### config.mk
export PLATFORM = sky130hd
export DESIGN_NAME = b16_uart_rx_flat
export DESIGN_NICKNAME = d
export VERILOG_FILES = /design/src/rtl/b16_uart_rx_if.sv /design/src/rtl/b16_uart_rx.sv /design/src/flat_wrapper.sv
export SDC_FILE = /design/constraint.sdc
export NUM_CORES = 1
export LEC_CHECK = 0
export ABC_CLOCK_PERIOD_IN_PS = 4550
export CAP_MARGIN = 15
export CORE_AREA = 2 2 102 104
export CTS_BUF_LIST = sky130_fd_sc_hd__clkbuf_2 sky130_fd_sc_hd__clkbuf_4 sky130_fd_sc_hd__clkbuf_8
export DETAILED_ROUTE_END_ITERATION = 16
export DIE_AREA = 0 0 104 106
export PLACE_DENSITY = 0.58
export SYNTH_ARGS = -nofsm -noshare
export SYNTH_HDL_FRONTEND = slang
export SYNTH_SLANG_ARGS = --single-unit
export TNS_END_PERCENT = 20
### constraint.sdc
create_clock -name clk -period 4.55 [get_ports clk]
set_input_delay 1.365 -clock clk [delete_from_list [all_inputs] [get_ports clk]]
set_output_delay 1.365 -clock clk [all_outputs]
set_load 0.01 [all_outputs]
### src/rtl/b16_uart_rx_if.sv
// b16 I/O bus view of the UART receiver: register select, read strobe,
// read data and interrupt.
interface b16_uart_rx_if;
  logic        sel;
  logic        rd;
  logic        a;
  logic [15:0] dout;
  logic        irq;

  modport master (output sel, rd, a, input dout, irq);
  modport slave  (input sel, rd, a, output dout, irq);
endinterface

### src/rtl/b16_uart_rx.sv
// 8N1 serial receiver with a small byte FIFO and data/status registers on the b16 bus.
// Define UART_RX_PARITY_EN to add an even-parity bit between data and stop.
module b16_uart_rx #(
  parameter int unsigned DIV       = 87,
  parameter int unsigned DEPTH_LOG = 2
) (
  input  logic          clk,
  input  logic          reset_b,
  input  logic          rxd,
  b16_uart_rx_if.slave  bus
);
  localparam int unsigned DEPTH = 1 << DEPTH_LOG;
  localparam int unsigned CW    = $clog2(DIV);
  localparam int unsigned PW    = DEPTH_LOG + 1;

  localparam logic [CW-1:0]        CNT_FULL = CW'(DIV - 1);
  localparam logic [CW-1:0]        CNT_HALF = CW'(DIV / 2 - 1);
  localparam logic [CW-1:0]        CNT_ONE  = CW'(1);
  localparam logic [PW-1:0]        FIFO_MAX = PW'(DEPTH);
  localparam logic [PW-1:0]        FIFO_ONE = PW'(1);
  localparam logic [DEPTH_LOG-1:0] PTR_ONE  = DEPTH_LOG'(1);

  localparam logic [2:0] S_IDLE   = 3'd0;
  localparam logic [2:0] S_START  = 3'd1;
  localparam logic [2:0] S_DATA   = 3'd2;
  localparam logic [2:0] S_STOP   = 3'd3;
  localparam logic [2:0] S_BREAK  = 3'd4;
`ifdef UART_RX_PARITY_EN
  localparam logic [2:0] S_PARITY = 3'd5;
`endif

  logic                 rx_s1_q, rx_s1_d, rx_s2_q, rx_s2_d, rx_prev_q, rx_prev_d;
  logic [2:0]           state_q, state_d;
  logic [CW-1:0]        cnt_q, cnt_d;
  logic [2:0]           bit_q, bit_d;
  logic [7:0]           shift_q, shift_d;
  logic [7:0]           mem_q [DEPTH];
  logic [7:0]           mem_d [DEPTH];
  logic [DEPTH_LOG-1:0] wr_ptr_q, wr_ptr_d, rd_ptr_q, rd_ptr_d;
  logic [PW-1:0]        count_q, count_d;
  logic                 ovr_q, ovr_d, ferr_q, ferr_d, perr_q, perr_d;
  logic                 irq_q, irq_d, rd_prev_q, rd_prev_d;

  logic tick, push_req, ferr_set, perr_set;
  logic rd_act, fire, empty, full, pop, clr, push, ovr_set;
  logic [15:0] status, data;

  always_comb begin
    rx_s1_d   = rxd;
    rx_s2_d   = rx_s1_q;
    rx_prev_d = rx_s2_q;
  end

  always_comb begin
    state_d  = state_q;
    cnt_d    = cnt_q;
    bit_d    = bit_q;
    shift_d  = shift_q;
    push_req = 1'b0;
    ferr_set = 1'b0;
    perr_set = 1'b0;
    tick     = (cnt_q == '0);
    case (state_q)
      S_IDLE: begin
        if (rx_prev_q && !rx_s2_q) begin
          cnt_d   = CNT_HALF;
          state_d = S_START;
        end
      end
      S_START: begin
        if (!tick) begin
          cnt_d = cnt_q - CNT_ONE;
        end else if (!rx_s2_q) begin
          state_d = S_DATA;
          bit_d   = '0;
          cnt_d   = CNT_FULL;
        end else begin
          state_d = S_IDLE;
        end
      end
      S_DATA: begin
        if (!tick) begin
          cnt_d = cnt_q - CNT_ONE;
        end else begin
          shift_d = {rx_s2_q, shift_q[7:1]};
          cnt_d   = CNT_FULL;
          if (bit_q == 3'd7) begin
`ifdef UART_RX_PARITY_EN
            state_d = S_PARITY;
`else
            state_d = S_STOP;
`endif
          end else begin
            bit_d = bit_q + 3'd1;
          end
        end
      end
`ifdef UART_RX_PARITY_EN
      S_PARITY: begin
        if (!tick) begin
          cnt_d = cnt_q - CNT_ONE;
        end else begin
          perr_set = ^{shift_q, rx_s2_q};
          cnt_d    = CNT_FULL;
          state_d  = S_STOP;
        end
      end
`endif
      S_STOP: begin
        if (!tick) begin
          cnt_d = cnt_q - CNT_ONE;
        end else if (rx_s2_q) begin
          push_req = 1'b1;
          state_d  = S_IDLE;
        end else begin
          ferr_set = 1'b1;
          state_d  = S_BREAK;
        end
      end
      S_BREAK: begin
        if (rx_s2_q) state_d = S_IDLE;
      end
      default: state_d = S_IDLE;
    endcase
  end

  // A pop in the same cycle frees the slot, so a push into a full FIFO still lands.
  always_comb begin
    rd_act    = bus.sel & bus.rd;
    rd_prev_d = rd_act;
    fire      = rd_act & ~rd_prev_q;
    empty     = (count_q == '0);
    full      = (count_q == FIFO_MAX);
    pop       = fire & ~bus.a & ~empty;
    clr       = fire & bus.a;
    push      = push_req & (~full | pop);
    ovr_set   = push_req & full & ~pop;

    mem_d    = mem_q;
    wr_ptr_d = wr_ptr_q;
    rd_ptr_d = rd_ptr_q;
    count_d  = count_q;
    if (push) begin
      mem_d[wr_ptr_q] = shift_q;
      wr_ptr_d        = wr_ptr_q + PTR_ONE;
    end
    if (pop) rd_ptr_d = rd_ptr_q + PTR_ONE;
    case ({push, pop})
      2'b10:   count_d = count_q + FIFO_ONE;
      2'b01:   count_d = count_q - FIFO_ONE;
      default: count_d = count_q;
    endcase

    ovr_d  = (ovr_q  & ~clr) | ovr_set;
    ferr_d = (ferr_q & ~clr) | ferr_set;
    perr_d = (perr_q & ~clr) | perr_set;
    irq_d  = (count_d != '0);
  end

  always_comb begin
    status = {8'h00, (state_q != S_IDLE), perr_q, ferr_q, ovr_q, 3'(count_q), ~empty};
    data   = empty ? 16'h0000 : {8'h00, mem_q[rd_ptr_q]};
  end

  assign bus.dout = bus.a ? status : data;
  assign bus.irq  = irq_q;

  always_ff @(posedge clk or negedge reset_b) begin
    if (!reset_b) begin
      rx_s1_q   <= 1'b1;
      rx_s2_q   <= 1'b1;
      rx_prev_q <= 1'b1;
      state_q   <= S_IDLE;
      cnt_q     <= '0;
      bit_q     <= '0;
      shift_q   <= '0;
      for (int unsigned i = 0; i < DEPTH; i++) mem_q[i] <= '0;
      wr_ptr_q  <= '0;
      rd_ptr_q  <= '0;
      count_q   <= '0;
      ovr_q     <= 1'b0;
      ferr_q    <= 1'b0;
      perr_q    <= 1'b0;
      irq_q     <= 1'b0;
      rd_prev_q <= 1'b0;
    end else begin
      rx_s1_q   <= rx_s1_d;
      rx_s2_q   <= rx_s2_d;
      rx_prev_q <= rx_prev_d;
      state_q   <= state_d;
      cnt_q     <= cnt_d;
      bit_q     <= bit_d;
      shift_q   <= shift_d;
      mem_q     <= mem_d;
      wr_ptr_q  <= wr_ptr_d;
      rd_ptr_q  <= rd_ptr_d;
      count_q   <= count_d;
      ovr_q     <= ovr_d;
      ferr_q    <= ferr_d;
      perr_q    <= perr_d;
      irq_q     <= irq_d;
      rd_prev_q <= rd_prev_d;
    end
  end
endmodule

### src/flat_wrapper.sv
// flat-port wrapper written by rule: the top's interface ports become plain ports
module b16_uart_rx_flat 
#(
  parameter int unsigned DIV       = 87,
  parameter int unsigned DEPTH_LOG = 2
)
  (clk, reset_b, rxd, bus_sel, bus_rd, bus_a, bus_dout, bus_irq);
  b16_uart_rx_if bus_i ();
  input  logic clk;
  input  logic reset_b;
  input  logic rxd;
  input wire logic [$bits(bus_i.sel)-1:0] bus_sel;
  input wire logic [$bits(bus_i.rd)-1:0] bus_rd;
  input wire logic [$bits(bus_i.a)-1:0] bus_a;
  output wire logic [$bits(bus_i.dout)-1:0] bus_dout;
  output wire logic [$bits(bus_i.irq)-1:0] bus_irq;
  assign bus_i.sel = bus_sel;
  assign bus_i.rd = bus_rd;
  assign bus_i.a = bus_a;
  assign bus_dout = bus_i.dout;
  assign bus_irq = bus_i.irq;
  b16_uart_rx #(.DIV(DIV), .DEPTH_LOG(DEPTH_LOG)) u_core (.clk(clk), .reset_b(reset_b), .rxd(rxd), .bus(bus_i));
endmodule
==> reports/qor.yml <==
status:
  status: "complete, no violations"
drt:
  vias: 2154
  drt-pass1-iter-count: 4
  ant_nets: 0
  wl_per_cell_um: 15.21
  drc_errors: 0
  vias_per_cell: 4.998
  drtIter0Drc: 90
  drt-total-wl_mm: 6.556
job:
  maxCapViolations: 0
finish:
  antenna_cells: 0
  multi_input_area_um2: 1598
  design_area_um2: 3926
  area_delta_synth_final_pct: 14.78
  fin_nets: 306
  fill_cells: 969
  seq_area_um2: 1705
  drive_gt1_share_pct: 28.81
yosys:
  ys_types: 52
  synth_compound_area_share_pct: 10.24
  synthMuxAreaShare_pct: 19.90
  synth_xor_area_share_pct: 1.536
  async_reset_ff_share_pct: 100.0
  synthTopCellsByArea: "dfrtp_1 48%, mux2_2 12%, mux4_2 5.3%"
  synth.most_common_cell: "dfrtp_1"
  netlist_area_um2: 3421
  synth_area_per_cell_um2: 12.62
  synth-seq-cells: 68
  synthSimpleGateAreaFrac_pct: 10.28
  synth_flop_cell: "dfrtp_1"
  synth_top_family_by_area: "multiplexers"
  yosysWarnings: 0
  synth.largest_area_cell: "dfrtp_1"
  synth.yosys.seq_area_share_pct: 49.85
  synth_top_area_share_pct: 47.55
  synth-edff-count: 0
  synthAdderAreaFrac_pct: 3.877
  synthCells: 271
  synth_commonest_cells: "65 x dfrtp_1, 36 x mux2_2, 12 x inv_1, 12 x nor2_1, 11 x nand2_1"
clocking:
  clkTransAtPathRegs_ns: 0.07
  cts_hold_buffers: 0
  clk_latency_ns: 0.34
  cts_max_level: 3
  clock_sinks: 68
  post_cts_buffers: 0
  numCtsBuffers: 9
  cts-resized-gates: 0
  cts_tree: "yes"
  cts_root_buf: "clkbuf_8"
  ctsLongestPathBuffers: 2
critical_path:
  r2r_slack_ns: 1.64
  start_kind: "input port"
  cp_data_arrival_time_ns: 3.01
  required_ns: 3.18
  r2r_end: "u_core.bus.irq"
  cp-end-kind: "output pin"
  timing.rr.start: "u_core.cnt_q[3]"
  r2r_cells: 10
  critPathMaxFanout: 5
  path_class: "input port to output pin"
timing:
  clock.fmax_mhz: 228.3
  finalCritPeriodShare_pct: 96.26
  fin_setup_tns_ns: 0
  setup_violations: 0
  skew_ns: 0.009946
  relSlewSlack_pct: 48.99
  slew_viol_final: 0
  hold_ws_ns: 0.3584
  rsz0062_at_grt: "false"
  tightest_slew_ns: 0.7545
  hold_violations: 0
  period_needed_ns: 4.380
pwr:
  seq_power_share_pct: 45.4
  swShare_pct: 31.55
  switching_power_uw: 551.6
  p_clk_share_pct: 32.7
  power_density_nw_per_um2: 445.3
  peakVddDrop_mv: 0.1461
  p_int_uw: 1197
  p_leak_uw: 0.001826
  power_frac_comb_pct: 21.9
global_routing:
  grt_overflow: 0
  grt_pass1_vias: 2162
  grt_start_max_net_pins: 50
  grt_pass1_wl_mm: 11.14
  grtUsageTotal_pct: 13.06
  antenna_found_initial: 0
placed_design:
  io_buffers: 14
  hpwl_mm: 4.633
  gp_congestion: 0.8072
  dpl-instance-area_um2: 3691
floorplan:
  rows: 37
  core_area_um2: 10000
  io_pins: 23
  die_area_um2: 11020
  die_w_um: 104
  die_y_um: 106
  start_util_pct: 34.21
min_path:
  min_path_type: "register to register"
  hp-start: "u_core.rx_s1_q"
  hold_depth: 0
  whs_endpoint: "u_core.rx_prev_d"
-- logic make-up (layout without fill, tap and decap cells) --
| logic type | Yosys count | in the layout |
|---|---|---|
| AO/OA/AOI/OAI | 46 | 46 |
| XOR/XNOR | 6 | 6 |
| adder cells (fa/ha/maj) | 10 | 10 |
| buffers and inverters | 30 | 47 |
| flip-flops | 68 | 68 |
| multiplexers | 51 | 51 |
| other | 1 | 8 |
| AND/OR/NAND/NOR | 59 | 59 |
-- stage by stage --
stage	util [%]	total power [uW]	instances	setup WS [ns]
final	39.26	1748	431	0.1701
after global routing	39.26	1863	431	0.1031
after CTS	39.26	1768	431	0.1777
after detailed placement	36.91	1193	415	0.2037
after global placement	36.91	1181	415	0.2084
after floorplan	-	1064	278	1.066
-- worst max path at each step --
stage / startpoint / to / slack [ns] / cells after the start
6_report: bus_a / bus_dout[6] / 0.17 / 4
5_1_grt: bus_a / bus_dout[6] / 0.10 / 4
4_1_cts: bus_a / bus_dout[6] / 0.18 / 4
3_5_place_dp: bus_a / bus_dout[6] / 0.20 / 4
3_3_place_gp: bus_a / bus_dout[6] / 0.21 / 4
2_1_floorplan: bus_a / u_core.bus.irq / 1.07 / 9
-- critical path: stages --
cell	delay [ns]
clkdlybuf4s50_1	0.42
nor2_1	0.43
a22o_1	0.24
clkdlybuf4s50_1	0.55
-- cell usage in the layout (no fill, tap or decap), types with 5 or more instances in the layout --
| master | instances |
|---|---|
| dfrtp_1 | 65 |
| mux2_2 | 36 |
| clkdlybuf4s50_1 | 13 |
| inv_1 | 12 |
| nor2_1 | 12 |
| nand2_1 | 11 |
| clkbuf_8 | 11 |
| ha_1 | 9 |
| mux4_2 | 8 |
| a22o_1 | 8 |
| a21oi_1 | 8 |
| conb_1 | 8 |
| o21ai_0 | 7 |
| nor3_1 | 6 |
| nand2b_1 | 5 |
| mux2_4 | 5 |
| buf_4 | 5 |
-- sequential cells by signal (all words and copies together) (netlist names), 2 cells and up --
register         flops
u_core.mem_q        32
u_core.shift_q       8
u_core.cnt_q         7
u_core.bit_q         3
u_core.count_q       3
u_core.state_q       3
u_core.rd_ptr_q      2
u_core.wr_ptr_q      2
-- power by group through the flow --
| stage | clock network, uW | logic [uW] | registers (uW) |
|---|---|---|---|
| after floorplan | 0 | 331 | 733 |
| after global placement | 0 | 375 | 806 |
| after detailed placement | 0 | 386 | 807 |
| after CTS | 584 | 386 | 797 |
| after global routing | 616 | 432 | 814 |
| final | 572 | 383 | 794 |
-- per-layer routing --
| metal | track usage (%) | up-vias | routed length (um) |
|---|---|---|---|
| met5 | 0 | - | 0 |
| li1 | - | 1018 | - |
| met2 | 21.15 | 41 | 3157 |
| met4 | 4.633 | 0 | 97 |
| met3 | 3.188 | 7 | 211 |
| met1 | 17.13 | 1088 | 3090 |
-- layout make-up --
type	count	share of cell area [%]
sequential	68	43.44
timing repair buffer	19	4.398
inverter	12	1.147
clock buffer	11	3.856
tap	136	4.334
clock inverter	5	2.135
multi-input combinational	180	40.69
(Power assumes the default switching activity.)
==> RTL change (same settings) <==
The option `UART_RX_PARITY_EN` is turned on by a define.
--- a/src/rtl/b16_uart_rx.sv
+++ b/src/rtl/b16_uart_rx.sv
@@ -1,5 +1,7 @@
 // 8N1 serial receiver with a small byte FIFO and data/status registers on the b16 bus.
 // Define UART_RX_PARITY_EN to add an even-parity bit between data and stop.
+`define UART_RX_PARITY_EN
+
 module b16_uart_rx #(
   parameter int unsigned DIV       = 87,
   parameter int unsigned DEPTH_LOG = 2
Behaviour: same outputs for any inputs over 10 cycles, from zero or initial values and one cycle with reset_b low; that may be too few to reach the edited logic, so the function may still have changed.
==> RTL change against the unedited design <==
Wire length up 6.7%. Power up 4.3%. Critical path depth unchanged. Non-clock buffer count down 1. Setup slack better by 0.033 ns. Sequential cell count unchanged. Area after synthesis up 0.51%. Final area down 0.67%.
==> RTL change: results (changes against the unedited design) <==
Critical path:
- The reg-to-reg setup timing slack is 1.67 ns (was 1.64 ns).
- The worst setup path endpoint is bus_dout[4] (was bus_dout[6]).
- The largest fanout on the critical path was 6 (was 5).
- The path depth of the worst reg2reg path was 10 (unchanged).
- The signal arrival time at the worst endpoint is 2.98 ns (was 3.01 ns).

Synth:
- The mux cell area share after synthesis came to 18.3% (was 19.9%).
- The sequential cell area fraction in the yosys report came to 49.6% (was 49.9%).
- The post-synthesis instance total was 284 (was 271).
- The post-synthesis share of cell area spent on full adders, half adders and majority gates is 3.86% (was 3.88%).
- Leading post-synthesis cells by instance count: dfrtp_1, mux2_2, o21ai_0 (was dfrtp_1, mux2_2, inv_1, nor2_1, nand2_1).
- Cell types with the largest area share after synthesis: dfrtp_1, mux2_2, mux4_2 (unchanged).

STA:
- The worst setup skew after layout came to 0.0105 ns (was 0.00995 ns).
- The final worst-path setup slack came to 0.203 ns (was 0.170 ns).
- The transition time at the pin with the least slew margin is 0.697 ns (was 0.754 ns).

Route:
- The amount of wire on met2 after detailed routing is 3.48 mm (was 3.16 mm).
- The detailed-route wire length per cell is 15.8 um (was 15.2 um).
- The total detailed-routing wirelength is 6.99 mm (was 6.56 mm).
- The via density per instance is 4.90 (was 5.00).
- The amount of wire on met3 after detailed routing came to 219 um (was 211 um).
- The detailed-routing iteration count for the pre-antenna-repair pass is 5 (was 4).
- The routed metal-1 wirelength came to 3.19 mm (was 3.09 mm).
- The detailed router's first-iteration violation count is 95 (was 90).

Power:
- The peak supply drop is 0.167 mV (was 0.146 mV).
- The leakage power figure is 1.77 nW (was 1.83 nW).
- The power dissipated in the clock network came to 506 uW (was 572 uW).
- The power density of the placed cells is 468 nW/um2 (was 445 nW/um2).
- The portion of total power attributed to combinational logic was 27.6% (was 21.9%).
- The switching power total is 638 uW (was 552 uW).

Placement:
- The placed cell count came to 426 (was 415).
- The setup slack at placement was 0.184 ns (was 0.204 ns).
- The final HPWL from detailed placement came to 4.77 mm (was 4.63 mm).
- The routability-driven placement congestion ratio is 0.763 (was 0.807).

GRT:
- The number of global-route vias before repair is 2309 (was 2162).
- The routing usage on met2 is 23.6% (was 21.1%).
- The largest net degree at the start of global routing is 29 (was 50).
- The first-pass GRT wire length is 12.1 mm (was 11.1 mm).
- The met3 layer usage reported by global route is 4.29% (was 3.19%).
- The met1 demand-to-capacity share in global routing is 17.5% (was 17.1%).
- The total routing usage reported by global routing is 14.2% (was 13.1%).

Finish:
- The number of fill cells is 994 (was 969).
- The layout cell share with drive strength beyond 1 is 25.1% (was 28.8%).
- The number of nets in the finished design was 318 (was 306).
- Regs by FF count: u_core.mem_q x32, u_core.shift_q x8, u_core.cnt_q x7 (unchanged).

Status:
- Result of the run: finished clean (unchanged).
RTL change: cell families (layout without fill, tap and decap cells):
kind of cell	Yosys count	after routing
AO/OA/AOI/OAI	55	55
buffers and inverters	29	45
XOR/XNOR	14	14
flip-flops	68	68
adder cells (fa/ha/maj)	10	10
AND/OR/NAND/NOR	59	59
multiplexers	48	48
other	1	8
RTL change: worst min-delay path by stage:
stage	from	endpoint	slack, ns	cells after the start
after floorplan	u_core.rx_s1_q$_DFF_PN1_	u_core.rx_prev_d$_DFF_PN1_	0.35	0
after global placement	u_core.rx_s1_q$_DFF_PN1_	u_core.rx_prev_d$_DFF_PN1_	0.35	0
after detailed placement	u_core.rx_s1_q$_DFF_PN1_	u_core.rx_prev_d$_DFF_PN1_	0.35	0
after CTS	u_core.rx_s1_q$_DFF_PN1_	u_core.rx_prev_d$_DFF_PN1_	0.36	0
after global routing	u_core.rx_s1_q$_DFF_PN1_	u_core.rx_prev_d$_DFF_PN1_	0.37	0
final	u_core.rx_s1_q$_DFF_PN1_	u_core.rx_prev_d$_DFF_PN1_	0.36	0
RTL change: worst register-to-register path, stage by stage, from the launching register on:
cell,delay (ns)
dfrtp_1,0.45
nor3_4,0.29
nand3_1,0.42
a2111o_1,0.48
ha_1,0.22
inv_1,0.07
fa_1,0.17
xor2_1,0.14
nor2_1,0.06
xor2_1,0.14
or3_1,0.31
RTL change: final cells by class:
type	instances	area [um2]	share of cell area [%]
Sequential cell	68	1710	43.7
Multi-Input combinational cell	194	1620	41.5
Tap cell	136	170	4.36
Timing Repair Buffer	18	165	4.23
Clock buffer	10	138	3.53
Clock inverter	6	63.8	1.64
Inverter	11	41.3	1.06
